File: config.mk
export PLATFORM = sky130hd
export DESIGN_NAME = data_mem_arbiter_flat
export DESIGN_NICKNAME = d
export VERILOG_FILES = /design/src/rtl/data_mem_arbiter_if.sv /design/src/rtl/data_mem_arbiter.sv /design/src/flat_wrapper.sv
export SDC_FILE = /design/constraint.sdc
export NUM_CORES = 1
export LEC_CHECK = 0
export ABC_AREA = 1
export CAP_MARGIN = 15
export CORE_AREA = 2 2 79 81
export DETAILED_ROUTE_END_ITERATION = 8
export DIE_AREA = 0 0 81 83
export PLACE_DENSITY = 0.75
export SYNTH_ARGS = -nofsm -noshare
export SYNTH_HDL_FRONTEND = slang
export SYNTH_SLANG_ARGS = --single-unit
File: constraint.sdc
create_clock -name clk -period 2.1 [get_ports clk]
set_input_delay 0.63 -clock clk [delete_from_list [all_inputs] [get_ports clk]]
set_output_delay 0.63 -clock clk [all_outputs]
set_load 0.005 [all_outputs]
File: src/rtl/data_mem_arbiter_if.sv
// Bundle of requester, arbiter and RAM-side signals for the shared data RAM.
// slave is the arbiter's view; master is the requester/RAM environment's view.
interface data_mem_arbiter_if #(
  parameter int DATA_WIDTH = 32,
  parameter int ADDR_WIDTH = 10
);
  logic [1:0]            req;
  logic [1:0]            we;
  logic [1:0]            lock;
  logic [ADDR_WIDTH-1:0] addr0;
  logic [ADDR_WIDTH-1:0] addr1;
  logic [DATA_WIDTH-1:0] wrdata0;
  logic [DATA_WIDTH-1:0] wrdata1;
  logic [1:0]            gnt;
  logic [1:0]            rvalid;
  logic [DATA_WIDTH-1:0] rdata;
  logic                  ram_we;
  logic [ADDR_WIDTH-1:0] ram_addr;
  logic [DATA_WIDTH-1:0] ram_wrdata;
  logic [DATA_WIDTH-1:0] ram_rdata;

  modport slave (
    input  req, we, lock, addr0, addr1, wrdata0, wrdata1, ram_rdata,
    output gnt, rvalid, rdata, ram_we, ram_addr, ram_wrdata
  );

  modport master (
    output req, we, lock, addr0, addr1, wrdata0, wrdata1, ram_rdata,
    input  gnt, rvalid, rdata, ram_we, ram_addr, ram_wrdata
  );
endinterface

File: src/rtl/data_mem_arbiter.sv
// Two-port round-robin arbiter with per-port lock in front of a single-port
// synchronous data RAM; routes 1-cycle-latency read data back to the winner.
module data_mem_arbiter #(
  parameter int DATA_WIDTH = 32,
  parameter int ADDR_WIDTH = 10
) (
  input  logic              clk,
  input  logic              rst,
  data_mem_arbiter_if.slave bus
);

  typedef enum logic [1:0] {
    IDLE  = 2'd0,
    LOCK0 = 2'd1,
    LOCK1 = 2'd2
  } state_t;

  state_t                state;
  state_t                state_next;
  logic                  rr_ptr;
  logic                  rr_ptr_next;
  logic [1:0]            gnt;
  logic [1:0]            rvalid_q;
  logic                  mux_we;
  logic [ADDR_WIDTH-1:0] mux_addr;
  logic [DATA_WIDTH-1:0] mux_wrdata;

  // rvalid_q doubles as the owner tag of the read currently in the RAM pipeline.
  always_ff @(posedge clk) begin
    if (rst) begin
      state    <= IDLE;
      rr_ptr   <= 1'b0;
      rvalid_q <= 2'b00;
    end else begin
      state    <= state_next;
      rr_ptr   <= rr_ptr_next;
      rvalid_q <= gnt & ~bus.we;
    end
  end

  always_comb begin
    gnt         = 2'b00;
    state_next  = state;
    rr_ptr_next = rr_ptr;
    if (!rst) begin
      case (state)
        IDLE: begin
          if (bus.req == 2'b11) begin
            gnt = rr_ptr ? 2'b10 : 2'b01;
          end else begin
            gnt = bus.req;
          end
          if (gnt[0]) begin
            rr_ptr_next = 1'b1;
            if (bus.lock[0]) begin
              state_next = LOCK0;
            end
          end else if (gnt[1]) begin
            rr_ptr_next = 1'b0;
            if (bus.lock[1]) begin
              state_next = LOCK1;
            end
          end
        end
        // A locked owner keeps the RAM even while idle; the lock bit alone ends it.
        LOCK0: begin
          gnt = {1'b0, bus.req[0]};
          if (!bus.lock[0]) begin
            state_next  = IDLE;
            rr_ptr_next = 1'b1;
          end
        end
        LOCK1: begin
          gnt = {bus.req[1], 1'b0};
          if (!bus.lock[1]) begin
            state_next  = IDLE;
            rr_ptr_next = 1'b0;
          end
        end
        default: begin
          state_next = IDLE;
        end
      endcase
    end
  end

  always_comb begin
    mux_addr   = bus.addr0;
    mux_wrdata = bus.wrdata0;
    mux_we     = gnt[0] & bus.we[0];
    if (gnt[1]) begin
      mux_addr   = bus.addr1;
      mux_wrdata = bus.wrdata1;
      mux_we     = bus.we[1];
    end
  end

  assign bus.gnt        = gnt;
  assign bus.ram_we     = mux_we;
  assign bus.ram_addr   = mux_addr;
  assign bus.ram_wrdata = mux_wrdata;
  assign bus.rvalid     = rst ? 2'b00 : rvalid_q;
  assign bus.rdata      = bus.ram_rdata;

endmodule

File: src/flat_wrapper.sv
// flat-port wrapper written by rule: the top's interface ports become plain ports
module data_mem_arbiter_flat 
#(
  parameter int DATA_WIDTH = 32,
  parameter int ADDR_WIDTH = 10
)
  (clk, rst, bus_req, bus_we, bus_lock, bus_addr0, bus_addr1, bus_wrdata0, bus_wrdata1, bus_ram_rdata, bus_gnt, bus_rvalid, bus_rdata, bus_ram_we, bus_ram_addr, bus_ram_wrdata);
  data_mem_arbiter_if #(.DATA_WIDTH(DATA_WIDTH), .ADDR_WIDTH(ADDR_WIDTH)) bus_i ();
  input  logic clk;
  input  logic rst;
  input wire logic [$bits(bus_i.req)-1:0] bus_req;
  input wire logic [$bits(bus_i.we)-1:0] bus_we;
  input wire logic [$bits(bus_i.lock)-1:0] bus_lock;
  input wire logic [$bits(bus_i.addr0)-1:0] bus_addr0;
  input wire logic [$bits(bus_i.addr1)-1:0] bus_addr1;
  input wire logic [$bits(bus_i.wrdata0)-1:0] bus_wrdata0;
  input wire logic [$bits(bus_i.wrdata1)-1:0] bus_wrdata1;
  input wire logic [$bits(bus_i.ram_rdata)-1:0] bus_ram_rdata;
  output wire logic [$bits(bus_i.gnt)-1:0] bus_gnt;
  output wire logic [$bits(bus_i.rvalid)-1:0] bus_rvalid;
  output wire logic [$bits(bus_i.rdata)-1:0] bus_rdata;
  output wire logic [$bits(bus_i.ram_we)-1:0] bus_ram_we;
  output wire logic [$bits(bus_i.ram_addr)-1:0] bus_ram_addr;
  output wire logic [$bits(bus_i.ram_wrdata)-1:0] bus_ram_wrdata;
  assign bus_i.req = bus_req;
  assign bus_i.we = bus_we;
  assign bus_i.lock = bus_lock;
  assign bus_i.addr0 = bus_addr0;
  assign bus_i.addr1 = bus_addr1;
  assign bus_i.wrdata0 = bus_wrdata0;
  assign bus_i.wrdata1 = bus_wrdata1;
  assign bus_i.ram_rdata = bus_ram_rdata;
  assign bus_gnt = bus_i.gnt;
  assign bus_rvalid = bus_i.rvalid;
  assign bus_rdata = bus_i.rdata;
  assign bus_ram_we = bus_i.ram_we;
  assign bus_ram_addr = bus_i.ram_addr;
  assign bus_ram_wrdata = bus_i.ram_wrdata;
  data_mem_arbiter #(.DATA_WIDTH(DATA_WIDTH), .ADDR_WIDTH(ADDR_WIDTH)) u_core (.clk(clk), .rst(rst), .bus(bus_i));
endmodule
* Word-level counts from Yosys, hierarchy flattened *
Cells that the tools add are included.

operators by class
  eq/ne operators = 8
  multiplexer cells = 22
  bitwise gates (word level) = 3
  reduce and logical (&&, ||, !) cells = 4

operators with widths
  cell                                                              number
  32-bit two-way mux                                                1
  2-bit two-way mux                                                 12
  2-bit one-hot mux with 3 select lines                             2
  10-bit two-way mux                                                1
  1-bit two-way mux                                                 5
  5-bit AND reduction                                               1
  2-bit == test (second input constant)                             2
  2-bit != test (second input constant)                             2
  4-bit AND reduction                                               1
  3-bit by 1-bit != test with 1-bit output (second input constant)  1
  3-bit by 2-bit != test with 1-bit output (second input constant)  1
  3-bit != test (second input constant)                             1
  1-bit one-hot mux with 3 select lines                             1
  3-bit nonzero test                                                1
  2-bit AND                                                         1
  2-bit by 1-bit == test with 1-bit output (second input constant)  1
  2-bit logical NOT                                                 1
  2-bit inverter                                                    1
  1-bit AND                                                         1

storage, ports and cells
  register bits after elaboration = 5
  input port bits = 124
  output and inout bits = 79
  logic and storage cells = 40

* Logic depth before layout (Yosys ltp) *
Gate-level depths: netlist (run 1).

  depth in word-level cells = 8
  depth in mapped cells = 10
  gate-level depth less buffers = 10

* Worst setup path before layout (run 1) *
OpenSTA, ideal clock, no wires.

  kind = in2out
  start point = input port rst
  end point = output port bus_ram_addr[0]
  data arrival time = 1.274 ns
  data required time = 1.470 ns
  path slack = 0.196 ns
  stages = 6
  path buffers = 1
  path through = nor3_2 nand2_4 inv_6 buf_6 nand2_1 nand2_1

between the ends
  longest elaborated chain between the ends = 2

RTL lines
  element             RTL line                text
  from (decl)         flat_wrapper.sv:10      input logic rst;
  2-bit two-way mux   data_mem_arbiter.sv:45  if (!rst) begin
  10-bit two-way mux  data_mem_arbiter.sv:91  if (gnt[1]) begin
  to (decl)           flat_wrapper.sv:23      output wire logic [$bits(bus_i.ram_addr)-1:0] bus_ram_addr;

Every way passes these cells.

* Worst setup path in the final report (run 1) *
  start point = register u_core.state[0]
  end point = output port bus_ram_addr[4]

between the ends
  longest elaborated chain between the ends = 4
  elaborated cells on any way between the ends = 6
  classes of those cells = 2 x eq/ne; 3 x mux; 1 x reduce/logical

RTL lines
  element                                      RTL line                text
  from (decl)                                  data_mem_arbiter.sv:18  state_t state;
  from (signal assigned)                       data_mem_arbiter.sv:35  state <= state_next;
  2-bit == test, or another cell as far along  data_mem_arbiter.sv:46  case (state)
  2-bit one-hot mux with 3 select lines *      data_mem_arbiter.sv:46
  2-bit two-way mux *                          data_mem_arbiter.sv:45
  10-bit two-way mux *                         data_mem_arbiter.sv:91

Every way passes the cells marked *; elsewhere a longest branch is shown, timed or not.

==> metrics, run 1 <==
crit path time final 2.34 ns; GR Util All Layers 15.8%; Worst IR Drop VDD roughly 0.28 mV; Die W slightly above 80 µm; crit path max-delay cell type dfxtp_4; cts bufs inserted 3; min-delay worst type flip-flop to flip-flop; final hold violations 0; violations in the final reports negative setup slack; Antenna Cells 0; flops & latches, synth 5; reg2reg end u_core.state[1]$_SDFFE_PP0P_; RePlAce Congestion between 0.8 and 0.9; Tcrit/Tclk final 111%; grt ovf 0; vias in the first global route around 1900; Hold Buf Count CTS 0; RSZ-0062 raised after global routing yes; hold path cells 2; Max Slew Vio Count 0; setup TNS -8.48 ns; Layout area overhead 133%; sequential cell area ~110 µm²; post-DR vias/cell 4.26; CP cell instances buf_6 > ha_4 > nor3_4 > nand2_4 > inv_8 > buf_8 > buf_8 > nand2_2 > nand2_1 > buf_2; post-route ant nets 0; chip height approximately 83 µm; Clk Latency, worst-skew pair about 0.22 ns; Starting DRT DRC Count 39; clk_skew around 0.00022 ns; Filler Cell Count about 610; CTS tree built; Reg2Reg Setup Slack 0.40 ns; Ys Warns 0; CTS H-tree depth 1; WL final ~5.6 mm; worst setup margin -0.236 ns; Finished Cell Area between 2000 and 3000 µm²; row count 28; Mapped Cells ~230; die area 6720 µm²; Worst Hold End u_core.state[1]$_SDFFE_PP0P_; Most used DFF post-synth dfxtp_1; ys async rst share 0%; Yosys top cell area share around 46%; Overall Power between 2000 and 2500 µW; Mapped Nets 359; FF-to-FF path depth 12; synth cell count leaders nand2_1 (146), buf_4 (36), nor2_1 (15), inv_1 (10), dfxtp_1 (5); Slew HR roughly four fifths; DRT Pass-1 Iters 4; Setup crit end kind output pin; # Max-Cap Violations 0; half-perimeter wire length after placement ~4.1 mm; largest net degree at the start of global routing 13; Post-synth EDFFs 0; Cell Area, Synth approximately 1200 µm²; min-delay src u_core.state[1]$_SDFFE_PP0P_; first-pass GRT wire length 8.49 mm; worst slew pin tran 0.283 ns; initial antenna violation count 0; outcome finished with violations; count leader, synth nand2_1; Sink Count 5; Initial Util between 20% and 30%; CP Launch Type flip-flop; Distinct cells, synth 17; post-place instance area 2530 µm²; Pwr Density ~780 nW/µm²; buffers added on ports 138; Residual DRC 0; layout cells sized above 1 41.5%; WL per Instance around 13 µm; required time worst endpoint 1.47 ns; final number of setup-violating endpoints 44; routed via count roughly 1900; fmax roughly 430 MHz; Mean Syn Cell Area 5.17 µm²; io pins roughly 200; CTS clk-pin slew, worst paths around 0.03 ns; Worst R2R Start u_core.state[0]$_SDFFE_PP0P_; sequential area share after synthesis ~8.4%; post-synth top area cell nand2_1; critical path arrival around 1.7 ns; crit-path max FO 6; kind of critical path flip-flop to output pin; core footprint about 5800 µm²; Leakage around 0.0014 µW; area of the multi-input gates 945 µm²; Total Nets Final approximately 500; Slowest Stage Delay on Critical Path 0.35 ns; top post-synthesis cells by area nand2_1 (46%), buf_4 (23%), dfxtp_1 (8.4%), nor2_1 (4.7%), ha_1 (4.2%); Max Buffers Root-to-Sink 2; Root Buffer clkbuf_8; CP dominant cell by count buf_8
sequential cells by signal (all words and copies together), names as in the netlist:
| signal | count |
|---|---|
| u_core.rvalid_q | 2 |
| u_core.state | 2 |
| u_core.rr_ptr | 1 |
routing by layer:
layer / routed length (µm) / up-vias / GRT usage [%]
met5: 0 / - / 0
met1: 1840 / 839 / 14.7
li1: - / 922 / -
met3: 469 / 19 / 2.93
met4: 112 / 0 / 6.78
met2: 3140 / 98 / 31.6
final cells by class:
| type | count | area share (%) |
|---|---|---|
| Multi-Input combinational cell | 174 | 34.0 |
| Inverter | 12 | 2.25 |
| Tap cell | 75 | 3.38 |
| Timing Repair Buffer | 171 | 54.8 |
| Clock buffer | 4 | 1.62 |
| Sequential cell | 5 | 3.88 |
critical path, delay by kind of cell, from the launching register on:
kind / cells / cell delay [ns]
simple gates: 4 / 0.42
flops: 1 / 0.35
fa+ha+maj: 1 / 0.16
buf+inv: 5 / 0.55
where the power goes:
part	switching, µW	leakage [µW]	internal (µW)
Sequential	49.9	0.0000424	143
Clock	46.2	0.0000228	130
Combinational	821	0.00134	962
Total	918	0.00140	1230
worst max path at each step:
stage	startpoint	endpoint
finish	u_core.state[0]$_SDFFE_PP0P_	bus_ram_addr[4]
global route	u_core.state[0]$_SDFFE_PP0P_	bus_ram_addr[4]
CTS	u_core.state[0]$_SDFFE_PP0P_	bus_ram_addr[1]
detailed placement	bus_req[1]	bus_ram_addr[4]
global placement	bus_req[1]	bus_ram_wrdata[19]
floorplan	rst	bus_ram_addr[0]
metrics by stage:
| stage | hold slack, ns | utilization, % | instances | setup WS (ns) |
|---|---|---|---|---|
| after global routing | 0.575 | 47.7 | 441 | -0.301 |
| after CTS | 0.566 | 47.2 | 441 | -0.348 |
| after global placement | 0.516 | 43.5 | 424 | -0.878 |
| final | 0.565 | 47.7 | 441 | -0.236 |
| after floorplan | 0.497 | - | 231 | 0.196 |
| after detailed placement | 0.531 | 43.5 | 424 | -0.907 |
placed cells by master (no fill, tap or decap), types with 4 or more instances in the layout:
cell and instances:
nand2_1 99, clkdlybuf4s50_1 88, nand2_2 45, buf_2 40, buf_4 17, nor2_1 12, buf_6 11, inv_1 5
clkbuf_2 5, buf_8 5, inv_4 4, ha_4 4
cell families after synthesis:
family / after synthesis / synth area share, %
and+or+nand+nor: 167 / 54.3
AOI/OAI and AO/OA: 3 / 1.78
buffers and inverters: 52 / 31.3
adders and majority gates: 4 / 4.19
DFF: 5 / 8.39
what timing repair did:
item                       in CTS  in global routing
gates resized for setup       215                 80
gates cloned                    4                  1
pin swaps                       7                 23
setup endpoints to repair      47                 45
buffers inserted                9                  5
No activity file was read; power rests on OpenSTA's default activity.
==> inputs of run 2 (changes only) <==
Settings changed: SLEW_MARGIN from default to 10, TNS_END_PERCENT from default to 50.
==> metrics, run 2 (synthesis gave the netlist of run 1 again) <==
chip height a little over 80 µm; Max Buffers Root-to-Sink 2; fmax 429 MHz; first-pass GRT wire length roughly 8.5 mm; GR Util All Layers 15.8%; Layout area overhead 130%; commonest non-fill, non-tap cell in the layout nand2_1; Overall Power ~2100 µW; crit path time final about 2.3 ns; CP Launch Type flip-flop; Min Hold Slack 0.564 ns; Residual DRC 0; setup slack at placement -0.907 ns; power share of the clock group around 8.4%; core footprint 5820 µm²; worst setup margin -0.229 ns; Max Slew Vio Count 0; switch share 41.6%; DRT Pass-1 Iters 6; final number of setup-violating endpoints between 40 and 50; metal3 WL 480 µm; wl on met1 between 1.5 and 2 mm; worst slew pin tran about 0.28 ns; outcome finished with violations; Initial Util 20.5%; routed via count 1850; Antenna Cells 0; Slew HR 81.0%; Leakage between 0.001 and 0.0015 µW; Filler Cell Count between 600 and 700; half-perimeter wire length after placement roughly 4.1 mm; required time worst endpoint 1.47 ns; hold path cells 2; initial antenna violation count 0; CTS clk-pin slew, worst paths 0.03 ns; post-route ant nets 0; kind of critical path flip-flop to output pin; violations in the final reports negative setup slack; sequential power share a little under a tenth; Finished Cell Area between 2000 and 3000 µm²; RePlAce Congestion a little over 0.8; Worst IR Drop VDD between 0.2 and 0.3 mV; Total Nets Final between 400 and 500; CTS H-tree depth 1; FF-to-FF path depth 12; crit-path max FO 11; internal power 1220 µW; WL met2 3.08 mm; combinational power share between 80% and 90%; Tcrit/Tclk final 111%; Hold Buf Count CTS 0; WL per Instance between 10 and 15 µm; largest net degree at the start of global routing 13; row count 28; cts bufs inserted 3; clk_skew between 0.0002 and 0.00025 ns; buffers added on ports approximately 140; Clk Latency, worst-skew pair 0.22 ns; layout cells sized above 1 between 30% and 40%; die area 6720 µm²; Pwr Density 764 nW/µm²; biggest regs u_core.rvalid_q (2), u_core.state (2), u_core.rr_ptr (1); RSZ-0062 raised after global routing yes; Starting DRT DRC Count 40; switching power total 871 µW; post-place instance area about 2500 µm²; min-delay worst type flip-flop to flip-flop; Die W between 80 and 90 µm; critical path arrival 1.70 ns; CTS tree built; final hold violations 0; io pins between 200 and 250; Root Buffer clkbuf_8; Setup crit end kind output pin; top layer in use met4; post-DR vias/cell around 4.2; WL final ~5.4 mm; # Max-Cap Violations 0; vias in the first global route about 1900; Sink Count 5; most frequent cells in the layout nand2_1 (114), clkdlybuf4s50_1 (88), buf_2 (33); grt ovf 0
## run 2: changes by cell type in the layout (fill, tap and decap cells not counted), moves of 2 or more
cell | before | now
buf_4 | 17 | 19
buf_2 | 40 | 33
nand2_2 | 45 | 29
buf_6 | 11 | 9
nand2_1 | 99 | 114
clkbuf_2 | 5 | 11
## run 2: final cells by class
class / instances / area [µm²] / share of cell area, %
Clock buffer: 4 / 45.0 / 1.64
Inverter: 12 / 62.6 / 2.28
Multi-Input combinational cell: 174 / 890 / 32.5
Sequential cell: 5 / 108 / 3.93
Tap cell: 75 / 93.8 / 3.42
Timing Repair Buffer: 171 / 1540 / 56.3
## run 2: worst max-delay path: stages (launching register included)
cell     delay [ns]
dfxtp_4        0.35
buf_6          0.12
ha_4           0.16
nor3_4         0.20
nand2_4        0.11
buf_6          0.15
buf_12         0.14
nand2_1        0.06
nand2_1        0.06
buf_2          0.13
## run 2: path summary, 6_finish.rpt
check	start	endpoint	slack, ns
worst max register to register	u_core.state[0]$_SDFFE_PP0P_	u_core.state[1]$_SDFFE_PP0P_	0.37
worst min-delay path	u_core.state[1]$_SDFFE_PP0P_	u_core.state[1]$_SDFFE_PP0P_	0.56
worst max-delay path	u_core.state[0]$_SDFFE_PP0P_	bus_ram_addr[4]	-0.23
worst min register to register	u_core.state[1]$_SDFFE_PP0P_	u_core.state[1]$_SDFFE_PP0P_	0.56
## run 2: timing repair
action	CTS	global route
buffers inserted	8	4
hold endpoints to repair	0	0
resized for setup	190	73
endpoints found under the setup margin	47	45
gates cloned	4	1
pin swaps	7	11
## run 2: metrics by stage
step	utilization, %	setup TNS [ns]	cells
6_report	47.1	-8.38	441
5_1_grt	47.1	-11.52	441
2_1_floorplan	-	0	231
3_5_place_dp	43.5	-39.67	424
4_1_cts	47.2	-9.49	440
3_3_place_gp	43.5	-38.52	424
## run 2: layer usage
layer  GRT usage, %  up-vias
met5              0        -
met4           6.78        0
met3           2.93       17
met2           31.4       96
met1           14.9      816
li1               -      921
## run 2: power groups by stage
stage | clock network (µW) | registers, µW | logic (µW)
after CTS | 184 | 188 | 1710
after global placement | 0 | 157 | 1490
final | 176 | 193 | 1720
after floorplan | 0 | 152 | 704
after detailed placement | 0 | 159 | 1510
after global routing | 192 | 197 | 1920
